[src/rtl/timing_loop_nco.sv]
// Symbol-timing loop: PI filter on Gardner TED errors steering a phase-accumulator NCO.
// Optional lock detector is built when TIMING_LOCK_DET_EN is defined; otherwise lock_o is tied low.
module timing_loop_nco #(
  parameter int OSF      = 20,
  parameter int WERR     = 18,
  parameter int PW       = 24,
  parameter int KP_SHIFT = 4,
  parameter int KI_SHIFT = 10,
  parameter int INT_LIM  = 32768,
  parameter int CTRL_LIM = 65536,
  parameter int WMU      = 8,
  parameter int LOCK_THR = 2048,
  parameter int LOCK_CNT = 16
) (
  input  logic                   clk,
  input  logic                   reset_n,
  input  logic                   loop_en_i,
  input  logic signed [WERR-1:0] e_in_i,
  input  logic                   e_valid_i,
  output logic                   sym_valid_o,
  output logic [WMU-1:0]         mu_o,
  output logic [PW-1:0]          ctrl_o,
  output logic                   lock_o
);

  localparam int W = PW + 2;
  localparam longint NOM_STEP = ((longint'(1) << PW) + longint'(OSF / 2)) / longint'(OSF);
  localparam logic signed [W-1:0] NOM_W = W'(NOM_STEP);

  // The NCO step must stay positive and the integrator must fit inside the control range.
  if (longint'(CTRL_LIM) >= NOM_STEP / 2 || INT_LIM > CTRL_LIM) begin : g_bad_limits
    $error("timing_loop_nco: CTRL_LIM must be < NOM_STEP/2 and INT_LIM <= CTRL_LIM");
  end

  function automatic logic signed [W-1:0] sat(input logic signed [W-1:0] x, input int lim);
    logic signed [W-1:0] l;
    l = W'(lim);
    if (x > l)       return l;
    else if (x < -l) return -l;
    else             return x;
  endfunction

  logic signed [W-1:0] e_ext, e_p, e_i;
  logic signed [W-1:0] integ_sum, integ_sat, ctrl_sum, ctrl_sat, step;
  logic signed [PW-1:0] integ, ctrl;
  logic [PW-1:0] acc;
  logic [PW:0]   acc_sum;

  assign e_ext     = {{(W-WERR){e_in_i[WERR-1]}}, e_in_i};
  assign e_p       = e_ext >>> KP_SHIFT;
  assign e_i       = e_ext >>> KI_SHIFT;
  assign integ_sum = {{2{integ[PW-1]}}, integ} + e_i;
  assign integ_sat = sat(integ_sum, INT_LIM);
  assign ctrl_sum  = e_p + integ_sat;
  assign ctrl_sat  = sat(ctrl_sum, CTRL_LIM);

  always_ff @(posedge clk or negedge reset_n) begin
    if (!reset_n) begin
      integ <= '0;
      ctrl  <= '0;
    end else if (!loop_en_i) begin
      integ <= '0;
      ctrl  <= '0;
    end else if (e_valid_i) begin
      integ <= integ_sat[PW-1:0];
      ctrl  <= ctrl_sat[PW-1:0];
    end
  end

  // Step is bounded to (0, 2^PW), so bit PW of the sum is exactly the wrap carry.
  assign step    = NOM_W + {{2{ctrl[PW-1]}}, ctrl};
  assign acc_sum = {1'b0, acc} + step[PW:0];

  always_ff @(posedge clk or negedge reset_n) begin
    if (!reset_n) begin
      acc         <= '0;
      sym_valid_o <= 1'b0;
      mu_o        <= '0;
    end else begin
      acc         <= acc_sum[PW-1:0];
      sym_valid_o <= acc_sum[PW];
      if (acc_sum[PW]) mu_o <= acc_sum[PW-1 -: WMU];
    end
  end

  assign ctrl_o = ctrl;

`ifdef TIMING_LOCK_DET_EN
  localparam int CW = $clog2(LOCK_CNT + 1);
  localparam logic signed [W-1:0] THR_W = W'(LOCK_THR);

  logic [CW-1:0]       lock_cnt, lock_cnt_n;
  logic signed [W-1:0] e_abs;
  logic                lock_q;

  assign e_abs = e_ext[W-1] ? -e_ext : e_ext;

  always_comb begin
    lock_cnt_n = lock_cnt;
    if (!loop_en_i) begin
      lock_cnt_n = '0;
    end else if (e_valid_i) begin
      if (e_abs < THR_W) begin
        if (lock_cnt != CW'(LOCK_CNT)) lock_cnt_n = lock_cnt + 1'b1;
      end else begin
        lock_cnt_n = '0;
      end
    end
  end

  // Lock follows the updated count, so it rises/drops on the edge that consumes the error.
  always_ff @(posedge clk or negedge reset_n) begin
    if (!reset_n) begin
      lock_cnt <= '0;
      lock_q   <= 1'b0;
    end else begin
      lock_cnt <= lock_cnt_n;
      lock_q   <= loop_en_i && (lock_cnt_n == CW'(LOCK_CNT));
    end
  end

  assign lock_o = lock_q;
`else
  assign lock_o = 1'b0;
`endif

endmodule

[config.mk]
export PLATFORM = sky130hd
export DESIGN_NAME = timing_loop_nco
export DESIGN_NICKNAME = d
export VERILOG_FILES = /design/src/rtl/timing_loop_nco.sv
export SDC_FILE = /design/constraint.sdc
export NUM_CORES = 1
export LEC_CHECK = 0
export CAP_MARGIN = 20
export CORE_UTILIZATION = 40
export CTS_BUF_LIST = sky130_fd_sc_hd__clkbuf_16
export DETAILED_ROUTE_END_ITERATION = 7
export PLACE_DENSITY = 0.57
export RECOVER_POWER = 50
export SLEW_MARGIN = 20
export SYNTH_ARGS = -nofsm -noshare
export SYNTH_HDL_FRONTEND = slang
export SYNTH_SLANG_ARGS = --single-unit
[constraint.sdc]
create_clock -name clk -period 12.1 [get_ports clk]
set_input_delay 3.63 -clock clk [delete_from_list [all_inputs] [get_ports clk]]
set_output_delay 3.63 -clock clk [all_outputs]
set_load 0.02 [all_outputs]
After elaboration in Yosys (flattened, before gate mapping)
Cells that the tools add are included.

word-level totals
  register bits = 81
  input port bits = 22
  output and inout port bits = 34
  word-level logic and storage cells = 22

operators by class
  $add $sub $neg = 4
  magnitude comparators = 4
  equality and inequality tests = 1
  muxes and demuxes = 8

operators with widths
  kind                    count
  $mux 24                 6
  $mux 26                 2
  $add 14x26->26          1
  $gt 26x18->1 const B    1
  $lt 26x17->1 const B    1
  $add 21x24->25 const A  1
  $add 24x25->25          1
  $add 24x8->25           1
  $gt 25x17->1 const B    1
  $lt 25x16->1 const B    1
  $ne 2x1->1 const B      1

Depth between registers and ports, before layout
Gate-level depths: netlist (run 1).

  word-level depth = 10
  gate-level depth with buffers = 37
  mapped depth without buffers = 32

Worst setup path before layout (run 1)
No wires, ideal clock.

  path kind = in2reg
  start = in e_in_i[17]
  end = reg ctrl[12] (netlist: ctrl_o[12])
  library setup time = 76 ps
  data arrival time = 11051 ps
  data required time = 12024 ps
  slack = 972 ps
  stages = 36
  path buffers = 6
  cells stage by stage = ha_1 -> buf_4 -> and3_4 -> and2b_1 -> or3b_4 -> a2111oi_4 -> o211a_1 -> o21ai_2 -> a22o_1 -> inv_2 -> buf_2 -> buf_1 -> ha_1 -> clkbuf_1 -> a21oi_2 -> clkbuf_1 -> and2_1 -> ha_1 -> fa_1 -> a21oi_1 -> nor2_1 -> nor2_1 -> o21bai_1 -> a21oi_1 -> maj3_1 -> o21ai_0 -> o21ai_0 -> a311oi_2 -> a211oi_1 -> xnor2_1 -> nand4_1 -> or4_1 -> o31ai_2 -> nand3_2 -> buf_6 -> o21ai_1

between the ends
  word-level cells in the longest chain between the ends = 10
  elaborated cells between the ends (all ways) = 12
  those cells by class = add/sub (2); order compare (4); mux (6)

ends and longest elaborated chain
  element                 line  text
  start: declaration      18    input logic signed [WERR-1:0] e_in_i,
  $add 24x8->25           52    assign integ_sum = {{2{integ[PW-1]}}, integ} + e_i;
  $lt 25x16->1            39    else if (x < -l) return -l;
  $mux 26                 39
  $mux 26                 38    if (x > l) return l;
  $add 14x26->26 (*)      54    assign ctrl_sum = e_p + integ_sat;
  $lt 26x17->1            39
  $mux 24                 39
  $mux 24 (*)             38
  $mux 24 (*)             64    end else if (e_valid_i) begin
  $mux 24 (*)             61    end else if (!loop_en_i) begin
  end signal: assignment  66    ctrl <= ctrl_sat[PW-1:0];
  end: declaration        45    logic signed [PW-1:0] integ, ctrl;

Mark *: on every way between the ends. The rest lies on a longest branch, timed or not. The select of a mux whose other input is x is not followed.
A chain may end at the register's enable or synchronous reset.

Final worst setup path (run 1)
  start = in e_in_i[10]
  end = reg ctrl[11] (netlist: ctrl_o[11])

The elaborated chain is that of the path after synthesis.

==> results of run 1 <==
==> layout by cell type, fill, tap and decap left out, types with 11 or more instances in the layout <==
master	Yosys	layout
ha_1	92	92
inv_1	88	88
dfrtp_1	81	81
nor2_1	80	80
a21oi_1	62	62
nand2_1	52	52
clkdlybuf4s50_1	0	48
xnor2_1	36	36
o21ai_0	34	34
a21o_1	33	33
nor3_1	28	28
mux2i_1	27	27
buf_4	4	27
nand3_1	25	25
a211oi_1	21	21
o21ai_1	16	16
a32oi_1	16	16
o21bai_1	14	14
and2_1	12	12
xor2_1	11	11
==> registers in the layout, indices dropped and copies added (netlist names) <==
name         cells
integ           24
ctrl_o          24
acc             24
sym_valid_o      1
mu_o             8
==> synth_stat cells (10+ instances only) <==
master	instances
a211oi_1	21
o21a_1	10
xor2_1	11
ha_1	92
nor2_1	80
dfrtp_1	81
o21ai_1	16
and3_1	10
and2_1	12
o21ai_0	34
mux2i_1	27
nand3_1	25
a32oi_1	16
clkbuf_1	19
inv_1	88
nor3_1	28
a21o_1	33
a21oi_1	62
xnor2_1	36
o21bai_1	14
nand2_1	52
==> critical path: cells and delay by family <==
kind                       cells  cell delay (ns)
AOI/OAI and AO/OA             13             2.91
and+or+nand+nor               11             2.66
adders and majority gates      5             1.55
buffers and inverters          3             0.83
xor gates and xnor gates       1             0.21
==> cells by family (layout without fill, tap and decap cells) <==
| logic type | after synthesis | in the layout | share of synthesized area (%) |
|---|---|---|---|
| buffers and inverters | 125 | 184 | 6.35 |
| other | 1 | 1 | 0.0463 |
| xor gates and xnor gates | 47 | 47 | 5.09 |
| adders and majority gates | 98 | 98 | 15.3 |
| and+or+nand+nor | 279 | 279 | 17.6 |
| DFF | 81 | 81 | 25.0 |
| AOI/OAI and AO/OA | 293 | 293 | 26.0 |
| muxes | 35 | 35 | 4.45 |
==> area by class of cell <==
cell class,instances,area (µm²),area share (%)
multi-input cells,753,5550,60.0
flip-flops and latches,81,2030,21.9
repair buffers,78,696,7.52
inverters,90,338,3.65
well taps,265,332,3.58
clock buffers,9,225,2.43
clock inverters,7,86.3,0.933
==> metal layers <==
layer | part of all wire, % | GRT usage, % | up-vias
met2 | 45 | 35.8 | 160
met3 | 4.7 | 3.77 | 28
met5 | 0 | 0 | -
li1 | - | - | 3654
met1 | 48 | 30.9 | 3473
met4 | 1.8 | 7.20 | 0
==> worst max path at each step <==
stage	from	endpoint	slack, ns
final	e_in_i[10]	ctrl_o[11]	0.58
after global placement	e_in_i[10]	ctrl_o[5]	0.32
after detailed placement	e_in_i[10]	ctrl_o[11]	0.34
after CTS	e_in_i[10]	ctrl_o[11]	0.67
after global routing	e_in_i[17]	ctrl_o[11]	0.02
after floorplan	e_in_i[17]	ctrl_o[12]	0.97
==> metrics by stage <==
step / util, % / setup WS, ns / instance area [µm²] / std cells / total power [µW]
5_1_grt: 47.1 / 0.0185 / 9260 / 1283 / 2090
4_1_cts: 47.1 / 0.671 / 9260 / 1283 / 1920
2_1_floorplan: - / 0.972 / 8090 / 959 / 1310
6_report: 47.1 / 0.585 / 9260 / 1283 / 1910
3_5_place_dp: 45.5 / 0.336 / 8950 / 1267 / 1610
3_3_place_gp: 45.5 / 0.325 / 8950 / 1267 / 1600
==> where the power goes <==
part	leakage [µW]	internal, µW	total, µW	switching (µW)
combinational	0.00317	522	1230	710
sequential	0.00104	352	381	28.6
clock	0.000150	164	297	132
==> key figures, run 1 <==
Status
  • Status: finished, violations left
  • Failing checks: capacitance limit, slew limit

Yosys
  • Post-synth EDFFs: 0
  • Top FF cell, synth: dfrtp_1
  • Synth Net Count: 1076
  • Netlist cell types: 93
  • Largest cells by area after synthesis: dfrtp_1 (25%), ha_1 (14%), inv_1 (4.1%)
  • #FFs+latches synth: 81
  • Syn_area_per_cell: 8.44 µm²
  • Top-area cell type share of the netlist area: 25.0%
  • Post-synthesis cell count: 959
  • Syn. warnings: 0
  • Synthesized area: 8090 µm²
  • Post-synthesis sequential area ratio: 25.0%
  • Area leader, netlist: dfrtp_1
  • FFs w/ async S/R, synth: 100%

Timing
  • Hold Violations, Final: 0
  • Max_slew headroom: -117%
  • Worst Max-Slew Pin Slew: 3.26 ns
  • Unrepaired setup endpoints after global routing: no
  • Setup TNS: 0 ns
  • FMAX: 86.8 MHz
  • Min Hold Slack: 0.505 ns
  • Final setup viols: 0
  • Min Clock Period, post-route: 11.52 ns
  • Slew Viols, Final: 62
  • Final worst-path cycle share: 95.2%
  • Worst Skew: 0.0131 ns

Drt
  • Via count: 7315
  • Drt total wl: 22.1 mm
  • Initial DRT Pass Iterations: 5
  • Routed len/inst: 17.3 µm
  • 1st-iter DRT viols: 444
  • Antenna-violating nets left: 0
  • DRC violations left: 0
  • DR vias/cell: 5.70

Clocking
  • TritonCTS clock tree: done
  • PostCTS Resize Cnt: 0
  • Num CTS Buffers: 9
  • CTS Sinks: 81
  • H-tree depth: 3
  • # hold bufs at CTS: 0
  • Clock Tree Buf Depth: 2
  • Clk_lat worst skew: 0.36 ns
  • Clk Tree Root Cell: clkbuf_16
  • Post-CTS setup buffers: 0
  • Clk slew on worst S/H paths: 0.07 ns

Finish
  • Final Net Count: 1130
  • Fillers: 1992
  • Antenna diode count: 0
  • Area Growth Syn to Fin: 14.4%
  • Layout cell share with drive strength beyond 1: 7.96%

Die
  • Die area: 20800 µm²
  • Die Ht: 144 µm
  • Initial Utilization: 41.2%
  • Core outline area: 19700 µm²
  • FP Rows: 51
  • DIE WIDTH: 144 µm
  • I/O Pins: 56

Worst setup path
  • CP required: 12.37 ns
  • Critical path class: in -> reg
  • Crit path capture type: flip-flop
  • RR Endpoint: ctrl_o[11]
  • Cell mode on critical path: o21ai_0
  • Reg2Reg Depth: 32
  • Crit Path Max Fanout: 15
  • Worst path max stage delay: 0.59 ns
  • Crit start category: input port
  • RR Startpoint: integ[0]
  • CP arrival: 11.78 ns
  • Setup slack, reg-to-reg: 4.00 ns
  • Critical path's slowest cell: or4b_2

Run
  • # Max-Cap Violations: 1

Place
  • Port bufs: 50
  • DP Wirelength: 17.3 mm
  • GPL Wtd Cong: 0.846

Hold path
  • Hold Path Class: reg -> reg
  • Hold Crit Depth: 1
  • Hold_sp: mu_o[4]
  • Hold path endpoint: mu_o[4]

Power
  • Peak supply drop: 0.0865 mV
  • Power per cell area: 206 nW/µm²
  • Leakage: 0.00437 µW

Global routing
  • Largest net degree at the start of global routing: 62
  • Initial antenna violation count: 0
  • First-pass GRT wire length: 36.1 mm
  • GRT Resource Usage Total: 22.5%
  • GRT overflow: 0
  • Vias in the first global route: 6817
Power figures use the tool's default switching activity.
==> run 2, diff against run 1 <==
ABC_AREA = 1   (was default)
==> run 2 against run 1 <==
Net effect: the run still ends with capacitance limit, slew limit left; setup slack gained 1.4 ns; global-route usage shrank 1.2 points; total power grew 39%; die area grew 0.28%; non-clock buffer count shrank 24; via count grew 4.4%; register-to-register slack gained 1.5 ns; synthesized area grew 0.29%; sequential share of layout area is essentially flat; count of clock-buffer cells in the layout is the same; cell area shrank 0.16%.
==> key figures, run 2 <==
Global routing
  • GRT overflow: 0 (unchanged)
  • Largest net degree at the start of global routing: 50 (-19%)
  • Vias in the first global route: 7225 (+6.0%)
  • GRT Resource Usage Total: 21.3% (-1.2 points)
  • Initial antenna violation count: 0 (unchanged)
  • First-pass GRT wire length: 34.7 mm (-3.9%)

Clocking
  • TritonCTS clock tree: done
  • Clock Tree Buf Depth: 2 (unchanged)
  • Clk_lat worst skew: 0.35 ns (about the same)
  • Post-CTS setup buffers: 0 (unchanged)
  • Num CTS Buffers: 9 (unchanged)
  • H-tree depth: 3 (unchanged)
  • Clk slew on worst S/H paths: 0.07 ns (about the same)
  • # hold bufs at CTS: 0 (unchanged)
  • CTS Sinks: 81 (unchanged)
  • Clk Tree Root Cell: clkbuf_16
  • PostCTS Resize Cnt: 0 (unchanged)

Yosys
  • Synth Net Count: 1332 (+24%)
  • Post-synthesis sequential area ratio: 25.0% (-0.073 points)
  • Area leader, netlist: dfrtp_1
  • Post-synthesis cell count: 1215 (+27%)
  • Synthesized area: 8120 µm² (+0.29%)
  • Syn_area_per_cell: 6.68 µm² (-21%)
  • Most common library cells after synthesis: nand2_1 (385), inv_1 (181), nand3_1 (102)
  • Largest cells by area after synthesis: dfrtp_1 (25%), nand2_1 (18%), ha_1 (14%)
  • Syn. warnings: 0 (unchanged)
  • Netlist cell types: 46 (-51%)
  • Top-area cell type share of the netlist area: 25.0% (-0.073 points)
  • Post-synth EDFFs: 0 (unchanged)
  • Most common cell in the netlist: nand2_1
  • FFs w/ async S/R, synth: 100% (unchanged)
  • Top FF cell, synth: dfrtp_1
  • #FFs+latches synth: 81 (unchanged)

Drt
  • DR vias/cell: 4.97 (-13%)
  • Via count: 7637 (+4.4%)
  • Antenna-violating nets left: 0 (unchanged)
  • Initial DRT Pass Iterations: 5 (unchanged)
  • DRC violations left: 0 (unchanged)
  • 1st-iter DRT viols: 375 (-16%)
  • Drt total wl: 20.8 mm (-6.1%)
  • Routed len/inst: 13.5 µm (-22%)

Place
  • GPL Wtd Cong: 0.866 (+2.4%)
  • Placed cells: 1519 (+20%)
  • Dpl cell area: 8890 µm² (-0.70%)
  • DP Wirelength: 17.1 mm (-1.0%)
  • Port bufs: 50 (unchanged)

Timing
  • Min Hold Slack: 0.494 ns (-0.0111 ns)
  • Hold Violations, Final: 0 (unchanged)
  • Max_slew headroom: -75.8% (+41 points)
  • Slew Viols, Final: 84 (+35%)
  • Setup TNS: 0 ns (unchanged)
  • Worst Max-Slew Pin Slew: 2.64 ns (-0.619 ns)
  • FMAX: 99.3 MHz (+14%)
  • Final worst-path cycle share: 83.3% (-12 points)
  • Final setup viols: 0 (unchanged)
  • Worst Skew: 0.0109 ns (-0.00219 ns)
  • Unrepaired setup endpoints after global routing: no
  • Min Clock Period, post-route: 10.07 ns (-1.44 ns)

Worst setup path
  • RR Startpoint: integ[0]
  • Worst setup path startpoint: e_in_i[17]
  • Crit start category: input port
  • Crit path capture type: flip-flop
  • Critical path class: in -> reg
  • Cell mode on critical path: nand2_1
  • CP required: 12.39 ns (+0.02 ns)
  • CP arrival: 10.36 ns (-1.42 ns)
  • Worst path max stage delay: 0.64 ns (+0.05 ns)
  • Crit Path Max Fanout: 24 (+9)
  • Critical path's slowest cell: clkdlybuf4s50_1

Power
  • Clk network pwr share: 11.8% (-3.7 points)
  • Power per cell area: 286 nW/µm² (+39%)
  • Comb power frac: 71.4% (+6.9 points)
  • Leakage: 0.00508 µW (+16%)
  • Internal power: 1280 µW (+23%)
  • Peak supply drop: 0.143 mV (+65%)
  • Sw Share: 51.7% (+6.1 points)
  • Flop pwr share: 16.8% (-3.1 points)
  • Psw: 1370 µW (+57%)

Die
  • Core outline area: 19700 µm² (unchanged)
  • I/O Pins: 56 (unchanged)
  • Initial Utilization: 41.3% (+0.12 points)
  • DIE WIDTH: 144 µm (+0.14%)
  • Die Ht: 144 µm (+0.14%)
  • Die area: 20900 µm² (+0.28%)
  • FP Rows: 51 (unchanged)

Hold path
  • Hold_sp: integ[6]
  • Hold Path Class: reg -> reg

Finish
  • Final Net Count: 1383 (+22%)
  • Most frequent cells in the layout: nand2_1 (385), inv_1 (180), nand3_1 (102), ha_1 (92), dfrtp_1 (81)
  • Finished Cell Area: 9240 µm² (-0.16%)
  • Layout cell share with drive strength beyond 1: 6.29% (-1.7 points)
  • Commonest non-fill, non-tap cell in the layout: nand2_1
  • Layout Cells excl Fill: 1536 (+20%)
  • Fillers: 2102 (+5.5%)
  • Antenna diode count: 0 (unchanged)
  • Area Growth Syn to Fin: 13.8%

Status
  • Failing checks: capacitance limit, slew limit
  • Status: finished, violations left

Run
  • # Max-Cap Violations: 2 (+1)
==> run 2: cell types whose count changed after synthesis, sizes merged, moves of 21 or more <==
cell    before  now
nand2       53  408
inv         90  187
nand3       27  110
a21o        33    1
xnor2       36    7
mux2i       27    0
a211oi      23    2
o21ai       51   30
==> run 2: power groups by stage <==
stage,Clock [µW],Sequential [µW],Combinational [µW]
finish,312,444,1890
global placement,0,451,1860
CTS,320,447,1890
detailed placement,0,451,1880
floorplan,0,485,1400
global route,331,458,2160
==> run 2: routing by layer <==
layer	vias to the layer above	GRT usage, %	wire length [µm]	part of all wire [%]
met5	-	0	0	0
met4	0	6.48	403	1.9
met3	25	2.62	599	2.9
met2	120	35.5	9510	46
met1	3465	28.6	10300	49
li1	4027	-	-	-
==> run 2: metrics by stage <==
stage          power (µW)  worst slack, ns  utilization [%]
5_1_grt              2950             1.37             47.0
3_5_place_dp         2330             1.70             45.2
6_report             2650             2.03             47.0
3_3_place_gp         2310             1.72             45.2
4_1_cts              2660             2.07             46.9
2_1_floorplan        1880             3.56                -
==> run 2: logic make-up after synthesis <==
family / count (synthesis) / synth area share [%]
compound gates: 145 / 10.4
xor+xnor: 31 / 3.53
fa+ha+maj: 95 / 14.9
buf+inv: 203 / 9.82
flops: 81 / 25.0
mux: 8 / 1.11
other cells: 1 / 0.0462
simple gates: 651 / 35.2
==> run 2: worst paths after layout <==
path	cells past startpoint	endpoint	slack, ns
worst max register to register	37	ctrl_o[9]	5.51
max in group asynchronous	2	ctrl_o[2]	5.03
worst min-delay path	2	integ[6]	0.49
worst max-delay path	36	ctrl_o[9]	2.03
worst min register to register	2	integ[6]	0.49
min in group asynchronous	1	acc[23]	3.78
==> run 2: cell type report <==
cell class              instances  area (µm²)  area share (%)
clock buffers                   9         225            2.44
multi-input cells             931        5300            57.4
well taps                     265         332            3.59
flip-flops and latches         81        2030            21.9
clock inverters                 7         106            1.15
repair buffers                 54         541            5.85
inverters                     189         709            7.68
==> run 2: critical path: cells and delay by family <==
family | cells | cell delay, ns
buffers and inverters | 5 | 1.55
AND/OR/NAND/NOR | 20 | 2.57
adder cells (fa/ha/maj) | 3 | 0.98
AO/OA/AOI/OAI | 7 | 1.31
XOR/XNOR | 1 | 0.31
==> run 3, diff against run 2 <==
PLACE_DENSITY = 0.59   (was 0.57)
clock period = 8.4 ns   (was 12.1 ns; I/O delays follow)
==> run 3 against run 2 <==
Net effect: global-route usage barely moved; clock power rose by 29%; sequential power increased by 44%; critical path depth up 2; via count up 3.3%; setup slack got worse by 1.6 ns; largest power group unchanged; the flow still finishes with violations (capacitance limit, slew limit); first-iteration DRC count up 3.2%.
==> key figures, run 3 (same netlist as run 2, synthesis figures left out) <==
Power
  • Leakage: 0.00542 µW (+6.7%)
  • Power per cell area: 411 nW/µm² (+43%)
  • Peak supply drop: 0.225 mV (+58%)
  • Tot Pwr: 4070 µW (+54%)

Drt
  • Via count: 7891 (+3.3%)
  • Drt total wl: 21.0 mm (+0.81%)
  • 1st-iter DRT viols: 387 (+3.2%)
  • Antenna-violating nets left: 0 (unchanged)
  • Routed len/inst: 13.0 µm (-3.6%)
  • DRC violations left: 0 (unchanged)
  • DR vias/cell: 4.91 (-1.2%)
  • Initial DRT Pass Iterations: 5 (unchanged)

Clocking
  • Post-CTS setup buffers: 0 (unchanged)
  • H-tree depth: 3 (unchanged)
  • PostCTS Resize Cnt: 0 (unchanged)
  • TritonCTS clock tree: done
  • # hold bufs at CTS: 0 (unchanged)
  • Num CTS Buffers: 9 (unchanged)
  • Clk Tree Root Cell: clkbuf_16
  • Clk_lat worst skew: 0.35 ns (about the same)
  • Clk slew on worst S/H paths: 0.07 ns (about the same)
  • CTS Sinks: 81 (unchanged)
  • Clock Tree Buf Depth: 2 (unchanged)

Finish
  • Commonest non-fill, non-tap cell in the layout: nand2_1
  • Layout cell share with drive strength beyond 1: 13.3% (+7.0 points)
  • Antenna diode count: 0 (unchanged)
  • Multi-input gate area: 5410 µm² (+2.1%)
  • Final Net Count: 1454 (+5.1%)
  • Reg area: 2030 µm² (unchanged)
  • Fillers: 2107 (+0.24%)
  • Finished Cell Area: 9890 µm² (+7.0%)
  • Area Growth Syn to Fin: 21.9%
  • Most frequent cells in the layout: nand2_1 (382), inv_1 (180), nand3_1 (100), ha_1 (83), dfrtp_1 (81)

Timing
  • Hold Violations, Final: 0 (unchanged)
  • Max_slew headroom: -68.3% (+7.5 points)
  • Final setup viols: 0 (unchanged)
  • Final worst-path cycle share: 94.5%
  • Min Clock Period, post-route: 7.94 ns
  • FMAX: 126 MHz
  • Worst Max-Slew Pin Slew: 2.52 ns (-0.113 ns)
  • Worst Skew: 0.0120 ns (+0.00108 ns)
  • Slew Viols, Final: 84 (unchanged)

Worst setup path
  • CP top delay family: simple AND/OR/NAND/NOR gates
  • Cell mode on critical path: nand2_1
  • Crit start category: input port
  • Crit Path Max Fanout: 8 (-67%)
  • Critical path's slowest cell: clkdlybuf4s50_1
  • CP arrival: 8.21 ns (-2.15 ns)
  • Crit path capture type: flip-flop
  • CP bufs+invs: 5 (unchanged)
  • Worst path max stage delay: 0.44 ns (-0.20 ns)
  • Critical path class: in -> reg
  • CP required: 8.68 ns (-3.71 ns)

Global routing
  • Vias in the first global route: 7495 (+3.7%)
  • Initial antenna violation count: 0 (unchanged)
  • GRT Resource Usage Total: 21.3% (-0.027 points)
  • First-pass GRT wire length: 34.9 mm (+0.66%)
  • Largest net degree at the start of global routing: 49 (-2.0%)
  • GRT overflow: 0 (unchanged)

Place
  • DP Wirelength: 17.1 mm (-0.28%)
  • GPL Wtd Cong: 0.924 (+6.7%)
  • Port bufs: 50 (unchanged)
  • Dpl cell area: 9450 µm² (+6.3%)

Status
  • Status: finished, violations left
  • Failing checks: capacitance limit, slew limit

Hold path
  • Hold Path Class: reg -> reg

Die
  • Die area: 20900 µm² (unchanged)
  • I/O Pins: 56 (unchanged)
  • FP Rows: 51 (unchanged)
  • Core outline area: 19700 µm² (unchanged)
  • Die Ht: 144 µm (unchanged)
  • DIE WIDTH: 144 µm (unchanged)
  • Initial Utilization: 41.3% (unchanged)

Run
  • # Max-Cap Violations: 2 (unchanged)
run 3: cell types whose count changed in the layout (fill, tap and decap cells not counted), moves of 3 or more:
cell      previous run  this run
a21oi_1             80        76
a21oi_2              0         4
buf_12               0         3
buf_4                2        69
clkinv_4             0         3
ha_1                92        83
ha_2                 0         9
nand2_1            385       382
nand2_2             20        23
nor2_1              71        65
nor2_2               8        12
run 3: per-layer routing:
metal	wire (µm)	GRT usage, %
met2	9850	36.7
met1	10300	27.8
met3	556	2.95
met4	278	5.48
met5	0	0
run 3: area by class of cell:
type / count / area share, %
well taps: 265 / 3.35
repair buffers: 124 / 11.2
clock inverters: 7 / 0.784
inverters: 189 / 7.21
flip-flops and latches: 81 / 20.5
multi-input cells: 932 / 54.7
clock buffers: 9 / 2.28
run 3: final timing paths:
check / start / end / slack, ns / cells after the start
setup / recovery: e_in_i[10] / ctrl_o[4] / 0.46 / 38
hold / removal: integ[2] / integ[2] / 0.50 / 2
setup reg to reg: integ[0] / ctrl_o[4] / 2.72 / 37
hold reg to reg: integ[2] / integ[2] / 0.50 / 2
max in group asynchronous: reset_n / acc[0] / 2.52 / 2
min in group asynchronous: reset_n / ctrl_o[23] / 2.69 / 1
run 3: through the flow:
stage,utilization [%],setup slack [ns],instances,hold slack [ns],setup TNS (ns)
floorplan,-,0.973,1215,0.457,0
global placement,48.1,0.0215,1589,0.474,0
detailed placement,48.1,0.0581,1589,0.482,0
CTS,49.6,0.357,1605,0.499,0
global route,50.3,-0.00713,1607,0.507,-0.00713
finish,50.3,0.461,1607,0.497,0
run 3: where the power goes:
| group | internal, µW | switching (µW) |
|---|---|---|
| sequential | 560 | 81.4 |
| clock | 233 | 168 |
| combinational | 1240 | 1780 |
run 3: worst register-to-register path, delay by kind of cell (launching register included):
family                   cells  cell delay [ns]
AND/OR/NAND/NOR             27             2.92
adder cells (fa/ha/maj)      5             1.50
buffers and inverters        4             0.58
flip-flops                   1             0.39
XOR/XNOR                     1             0.20
